## src/rtl/spi_pkg.sv

```systemverilog
// spi_pkg
// Shared definitions for the SPI master clock engine:
//   - spi_state_e  : frame FSM states (IDLE / RUN / TRAIL)
//   - spi_mode_t   : decoded CPOL/CPHA mode bits latched per frame
//   - calc_divisor : full SCLK period in PCLK cycles, (sppr+1)*2^(spr+1)
//   - calc_half    : SCLK half-period in PCLK cycles, (sppr+1)*2^spr
//   - decode_mode  : folds cpol/cphase into the fields the strobe decode uses
package spi_pkg;

  // Half-period reaches 8*128 = 1024, which needs 11 bits
  localparam int unsigned HALF_W     = 11;
  // Full period reaches 2048, which needs 12 bits
  localparam int unsigned BASE_DIV_W = 12;

  typedef enum logic [1:0] {
    ST_IDLE,
    ST_RUN,
    ST_TRAIL
  } spi_state_e;

  typedef struct packed {
    logic idle_level;      // SCLK level between frames
    logic sample_on_lead;  // 1: sample on odd edges, shift on even edges
  } spi_mode_t;

  function automatic logic [BASE_DIV_W-1:0] calc_divisor(input logic [2:0] sppr,
                                                         input logic [2:0] spr);
    logic [3:0] mult;
    mult = {1'b0, sppr} + 4'd1;
    return {8'd0, mult} << ({1'b0, spr} + 4'd1);
  endfunction

  function automatic logic [HALF_W-1:0] calc_half(input logic [2:0] sppr,
                                                  input logic [2:0] spr);
    logic [3:0] mult;
    mult = {1'b0, sppr} + 4'd1;
    return {7'd0, mult} << spr;
  endfunction

  function automatic spi_mode_t decode_mode(input logic cpol, input logic cphase);
    spi_mode_t m;
    m.idle_level     = cpol;
    m.sample_on_lead = ~cphase;
    return m;
  endfunction

endpackage

```

## src/rtl/spi_half_period_timer.sv

```systemverilog
// spi_half_period_timer
// Loadable down-counter that paces SCLK half-periods. A load captures the
// reload value (H-1) and starts the count; each time the count reaches zero
// it reloads itself and raises tc_o for that cycle. hold_i freezes the count
// and suppresses tc_o so a stalled frame resumes exactly where it stopped.
// Ports:
//   clk_i, rst_ni  : clock, asynchronous active-low reset
//   clear_i        : force the count to zero (highest priority)
//   load_i         : load load_val_i into count and reload register
//   load_val_i     : half-period minus one
//   run_i          : counting enabled (engine busy)
//   hold_i         : freeze counting
//   tc_o           : terminal-count pulse, one cycle per half-period
module spi_half_period_timer
  import spi_pkg::*;
#(
  parameter int unsigned CNT_W = HALF_W
) (
  input  logic             clk_i,
  input  logic             rst_ni,
  input  logic             clear_i,
  input  logic             load_i,
  input  logic [CNT_W-1:0] load_val_i,
  input  logic             run_i,
  input  logic             hold_i,
  output logic             tc_o
);

  logic [CNT_W-1:0] cnt_q, cnt_d;
  logic [CNT_W-1:0] reload_q, reload_d;

  // Clear beats load beats counting; wrap reloads from the latched period
  always_comb begin
    cnt_d    = cnt_q;
    reload_d = reload_q;
    if (clear_i) begin
      cnt_d = '0;
    end else if (load_i) begin
      cnt_d    = load_val_i;
      reload_d = load_val_i;
    end else if (run_i && !hold_i) begin
      if (cnt_q == '0) begin
        cnt_d = reload_q;
      end else begin
        cnt_d = cnt_q - CNT_W'(1);
      end
    end
  end

  always_ff @(posedge clk_i or negedge rst_ni) begin
    if (!rst_ni) begin
      cnt_q    <= '0;
      reload_q <= '0;
    end else begin
      cnt_q    <= cnt_d;
      reload_q <= reload_d;
    end
  end

  assign tc_o = run_i && !hold_i && (cnt_q == '0);

endmodule

```

## src/rtl/spi_sclk_engine.sv

```systemverilog
// spi_sclk_engine
// SPI master clock engine. Derives SCLK from PCLK using the SPPR/SPR divisor
// and runs one frame of N bits per accepted start, emitting single-cycle
// sample/shift strobes for all CPOL/CPHA modes plus busy and frame_done.
// Ports:
//   PCLK, PRESETn          : clock, asynchronous active-low reset
//   enable                 : low aborts any frame and parks SCLK at cpol
//   start                  : one-cycle frame request (ignored while busy)
//   stall                  : freezes SCLK, counters and strobes mid-frame
//   cpol, cphase           : SPI mode, latched at frame start
//   sppr, spr              : rate selects, latched at frame start
//   frame_len              : bits per frame, 0 meaning 2^FRAME_W
//   baud_divisor           : live (sppr+1)*2^(spr+1)
//   sclk                   : registered serial clock
//   busy                   : frame in progress (RUN or TRAIL)
//   sample_stb, shift_stb  : datapath strobes, aligned with the SCLK edge
//   frame_done             : pulse in the last cycle of a completed frame
module spi_sclk_engine
  import spi_pkg::*;
#(
  parameter int unsigned DIV_W   = 12,
  parameter int unsigned FRAME_W = 5
) (
  input  logic               PCLK,
  input  logic               PRESETn,
  input  logic               enable,
  input  logic               start,
  input  logic               stall,
  input  logic               cpol,
  input  logic               cphase,
  input  logic [2:0]         sppr,
  input  logic [2:0]         spr,
  input  logic [FRAME_W-1:0] frame_len,
  output logic [DIV_W-1:0]   baud_divisor,
  output logic               sclk,
  output logic               busy,
  output logic               sample_stb,
  output logic               shift_stb,
  output logic               frame_done
);

  // Edge numbers run to 2N = 2^(FRAME_W+1)
  localparam int unsigned EDGE_W = FRAME_W + 2;

  spi_state_e          state_q, state_d;
  logic [EDGE_W-1:0]   edge_q, edge_d, edge_next, last_edge;
  logic [FRAME_W:0]    n_q, n_d, n_live;
  spi_mode_t           mode_q, mode_d;
  logic                sclk_q, sclk_d;
  logic                sample_q, sample_d;
  logic                shift_q, shift_d;
  logic                tmr_clear, tmr_load, tmr_tc;
  logic [HALF_W-1:0]   half_m1;

  assign baud_divisor = DIV_W'(calc_divisor(sppr, spr));
  assign half_m1      = calc_half(sppr, spr) - HALF_W'(1);
  assign n_live       = (frame_len == '0) ? {1'b1, {FRAME_W{1'b0}}} : {1'b0, frame_len};
  assign last_edge    = {n_q, 1'b0};
  assign edge_next    = edge_q + EDGE_W'(1);

  spi_half_period_timer #(
    .CNT_W(HALF_W)
  ) u_half_timer (
    .clk_i      (PCLK),
    .rst_ni     (PRESETn),
    .clear_i    (tmr_clear),
    .load_i     (tmr_load),
    .load_val_i (half_m1),
    .run_i      (busy),
    .hold_i     (stall),
    .tc_o       (tmr_tc)
  );

  // Frame FSM, edge counter and strobe decode. Strobes are registered on the
  // same edge that toggles sclk so the datapath sees them together. A strobe
  // pending when stall rises is kept in its register and masked at the output
  // until the stall ends, so no bit is lost.
  always_comb begin
    state_d   = state_q;
    edge_d    = edge_q;
    sclk_d    = sclk_q;
    sample_d  = 1'b0;
    shift_d   = 1'b0;
    mode_d    = mode_q;
    n_d       = n_q;
    tmr_clear = 1'b0;
    tmr_load  = 1'b0;

    if (!enable) begin
      state_d   = ST_IDLE;
      edge_d    = '0;
      sclk_d    = cpol;
      tmr_clear = 1'b1;
    end else begin
      case (state_q)
        ST_IDLE: begin
          sclk_d = cpol;
          edge_d = '0;
          if (start) begin
            state_d  = ST_RUN;
            mode_d   = decode_mode(cpol, cphase);
            n_d      = n_live;
            tmr_load = 1'b1;
            // With cphase=0 the first MOSI bit must be on the wire before
            // the first (sampling) edge
            shift_d  = ~cphase;
          end else begin
            tmr_clear = 1'b1;
          end
        end

        ST_RUN: begin
          if (stall) begin
            sample_d = sample_q;
            shift_d  = shift_q;
          end else if (tmr_tc) begin
            edge_d = edge_next;
            sclk_d = ~sclk_q;
            // Odd edges are leading, even edges trailing
            if (edge_next[0]) begin
              sample_d = mode_q.sample_on_lead;
              shift_d  = ~mode_q.sample_on_lead;
            end else begin
              sample_d = ~mode_q.sample_on_lead;
              // The final trailing edge has no further bit to drive
              shift_d  = mode_q.sample_on_lead && (edge_next != last_edge);
            end
            if (edge_next == last_edge) begin
              state_d = ST_TRAIL;
            end
          end
        end

        ST_TRAIL: begin
          if (stall) begin
            sample_d = sample_q;
            shift_d  = shift_q;
          end else if (tmr_tc) begin
            state_d   = ST_IDLE;
            edge_d    = '0;
            sclk_d    = mode_q.idle_level;
            tmr_clear = 1'b1;
          end
        end

        default: begin
          state_d   = ST_IDLE;
          edge_d    = '0;
          tmr_clear = 1'b1;
        end
      endcase
    end
  end

  always_ff @(posedge PCLK or negedge PRESETn) begin
    if (!PRESETn) begin
      state_q  <= ST_IDLE;
      edge_q   <= '0;
      n_q      <= '0;
      mode_q   <= '0;
      sclk_q   <= 1'b0;
      sample_q <= 1'b0;
      shift_q  <= 1'b0;
    end else begin
      state_q  <= state_d;
      edge_q   <= edge_d;
      n_q      <= n_d;
      mode_q   <= mode_d;
      sclk_q   <= sclk_d;
      sample_q <= sample_d;
      shift_q  <= shift_d;
    end
  end

  assign sclk       = sclk_q;
  assign busy       = (state_q != ST_IDLE);
  assign sample_stb = sample_q & ~stall;
  assign shift_stb  = shift_q & ~stall;
  assign frame_done = enable && (state_q == ST_TRAIL) && tmr_tc;

endmodule

```

## config.mk

```make
export PLATFORM = sky130hd
export DESIGN_NAME = spi_sclk_engine
export DESIGN_NICKNAME = d
export VERILOG_FILES = /design/src/rtl/spi_pkg.sv /design/src/rtl/spi_half_period_timer.sv /design/src/rtl/spi_sclk_engine.sv
export SDC_FILE = /design/constraint.sdc
export NUM_CORES = 1
export LEC_CHECK = 0
export CORE_MARGIN = 8
export CORE_UTILIZATION = 30
export CTS_BUF_LIST = sky130_fd_sc_hd__clkbuf_8
export DETAILED_ROUTE_END_ITERATION = 12
export PLACE_DENSITY_LB_ADDON = 0.1
export REMOVE_ABC_BUFFERS = 1
export SETUP_SLACK_MARGIN = 0.05
export SLEW_MARGIN = 20
export SYNTH_ARGS = -nofsm -noshare
export SYNTH_HDL_FRONTEND = slang
export SYNTH_SLANG_ARGS = --single-unit
```

## constraint.sdc

```tcl
create_clock -name PCLK -period 2.8 [get_ports PCLK]
set_input_delay 0.56 -clock PCLK [delete_from_list [all_inputs] [get_ports PCLK]]
set_output_delay 0.56 -clock PCLK [all_outputs]
set_load 0.02 [all_outputs]
```

==> impl_metrics.ini <==
[cells_and_area]
n_fill_cell = 1148
final_util_pct = 39.79
syn_to_final_growth_pct = 29.44
drive_gt1_share_pct = 23.97
final_common_cell = buf_4
instances_no_fill = 624
diodes = 0
final_cell_mix = buf_4 (64), dfrtp_1 (42), nand2_1 (39)
nNetsFinal = 512
final_area_um2 = 4313

[yosys]
synth-edff-count = 0
avgSynthCellArea_um2 = 8.288
synth_warnings = 0
async_reset_ff_share_pct = 100.0
ys_seq_area_share_pct = 31.54
netlist_instances = 402
synth_top_cell_area_share_pct = 31.54
netlist_area_um2 = 3332
ys_ff_latch = 42
synth.largest_area_cell = dfrtp_1
synth_area_leaders = dfrtp_1 (32%), o21ai_0 (5.3%), nand2_1 (4.4%), ha_1 (4.1%), nor2_1 (4.1%)
netlist-cell-type-count = 67
synth_ff_type = dfrtp_1

[timing]
max_clock_freq_mhz = 374.2
tightest_slew_ns = 0.6656
slew_viol_final = 0
fin_ws_ns = 0.1276
clock_skew_ns = 0.01787
post-route-min-period_ns = 2.672
finalSetupTns_ns = 0
finalCritPeriodShare_pct = 95.44
grt_setup_unrepaired = no
setup_violations = 0
relSlewSlack_pct = 55.43
final_hold_viol_count = 0
holdWs_ns = 0.2429

[clock_network]
clock-sinks = 42
cts_buffers = 5
clk_path_buf_depth = 2
insertion_delay_ns = 0.30
ctsHoldBuffers = 0
root_buffer = clkbuf_8
cts_tree = yes
clkTransAtPathRegs_ns = 0.09
ctsHtreeMaxLevel = 2

[die]
rows = 38
dieArea_um2 = 14730
core_um2 = 10840
die_h_um = 121.4
ios = 35
initial_core_util_pct = 30.74
die_w_um = 121.4

[setup_path]
criticalPathCategory = in2out
critPathCaptureType = primary output
crit_arrival_ns = 2.11
cp-start-kind = primary input
worst-endpoint-required_ns = 2.24
crit_fanout = 6

[global_routing]
grt_usage_pct = 12.74
grt_max_degree = 26
grt_pass1_vias = 3174
grt_pass1_wl_um = 15590
antenna_found_initial = 0
overflow = 0

[place]
post-dp-hpwl_um = 7215
placed_cell_area_um2 = 4185
gp_congestion = 0.8635
portBuffers = 34
dpl.cell_count = 614
dpl_worst_slack_ns = -0.5044

[drt]
drtIter0Drc = 145
vias = 3235
routedWlPerCell_um = 14.94
drt_pass1_iterations = 4
final_antenna_net_count = 0
routed_wl_um = 9324
drc = 0
vias_per_cell = 5.184

[power]
powerDensity_nw_per_um2 = 739.9
p_seq_share_pct = 31.8
ir_drop_uv = 272.4
power_leakage_nw = 1.994
intPower_mw = 1.813
power.switching_mw = 1.378
pwr-share-comb_pct = 55.7
pwr-share-clk_pct = 12.5
p_sw_share_pct = 43.19
total_power_mw = 3.191

[run_status]
status = completed

[hold_path]
min_path_type = in2async

[run]
drv_cap = 0
==> final timing paths <==
path | slack [ns] | start | cells past startpoint | to
max | 0.13 | spr[0] | 9 | baud_divisor[5]
min | 0.24 | PRESETn | 1 | u_half_timer.cnt_q[4]
max reg2reg | 0.29 | u_half_timer.cnt_q[0] | 8 | u_half_timer.cnt_q[6]
min reg2reg | 0.48 | u_half_timer.reload_q[1] | 1 | u_half_timer.reload_q[1]
max in group asynchronous | 1.99 | PRESETn | 2 | u_half_timer.reload_q[9]
min in group PCLK | 0.48 | u_half_timer.reload_q[1] | 1 | u_half_timer.reload_q[1]
==> routing by layer <==
layer / share of wire (%) / track usage (%)
met1: 51 / 17.39
met2: 45 / 20.13
met3: 2.8 / 1.629
met4: 1.7 / 4.472
met5: 0 / 0
==> logic make-up after synthesis <==
group,share of synthesized area [%]
mux,4.506
xor+xnor,4.732
compound gates,23.36
flops,31.54
fa+ha+maj,4.131
simple gates,26.55
buf+inv,5.182
==> state kept, by name, indices dropped and copies added, names as in the netlist <==
signal and flops:
edge_q 7, mode_q 2, n_q 6, sample_q 1, sclk 1, shift_q 1, state_q 2, u_half_timer.cnt_q 11
u_half_timer.reload_q 11
==> final cells by class <==
class	count	area, um2	area share, %
timing repair buffer	96	780.7	18.10
inverter	14	52.55	1.218
sequential	42	1051	24.37
clock inverter	3	17.52	0.4061
tap	140	175.2	4.061
multi-input combinational	324	2167	50.25
clock buffer	5	68.82	1.596
==> synthesized netlist by cell type, types with 5 or more instances <==
| cell | instances |
|---|---|
| nor2_1 | 36 |
| nand3_1 | 20 |
| a21oi_1 | 22 |
| nand4_1 | 11 |
| xor2_1 | 9 |
| mux2i_1 | 6 |
| and3_1 | 7 |
| nand2_1 | 39 |
| nor2b_1 | 5 |
| a31oi_1 | 5 |
| mux2_2 | 6 |
| clkbuf_1 | 14 |
| o21ai_0 | 35 |
| ha_1 | 11 |
| dfrtp_1 | 42 |
| xnor2_1 | 9 |
| nand2b_1 | 5 |
| nor3_1 | 9 |
| o211ai_1 | 5 |
| o31ai_1 | 7 |
| inv_1 | 14 |
==> power by group through the flow <==
stage	Sequential [mW]	Clock (mW)	Combinational, mW
after CTS	1.01	0.415	1.76
after floorplan	0.978	0	1.14
after global routing	1.04	0.450	1.99
final	1.01	0.400	1.78
after global placement	1.02	0	1.75
after detailed placement	1.02	0	1.75
==> timing repair <==
action | 4_1_cts | 5_1_grt
buffers inserted | 1 | 1
resized for setup | 55 | 16
setup endpoints to repair | 19 | 23
pin swaps | 3 | 4
==> worst max-delay path, stage by stage <==
cell and delay, ns:
dlygate4sd2_1 0.27, buf_4 0.14, inv_1 0.18, or2b_4 0.30
o211ai_1 0.14, nor2_1 0.07, a31oi_1 0.19, o22ai_2 0.11
buf_6 0.14
Note: power is estimated with default switching activity, not from simulation.
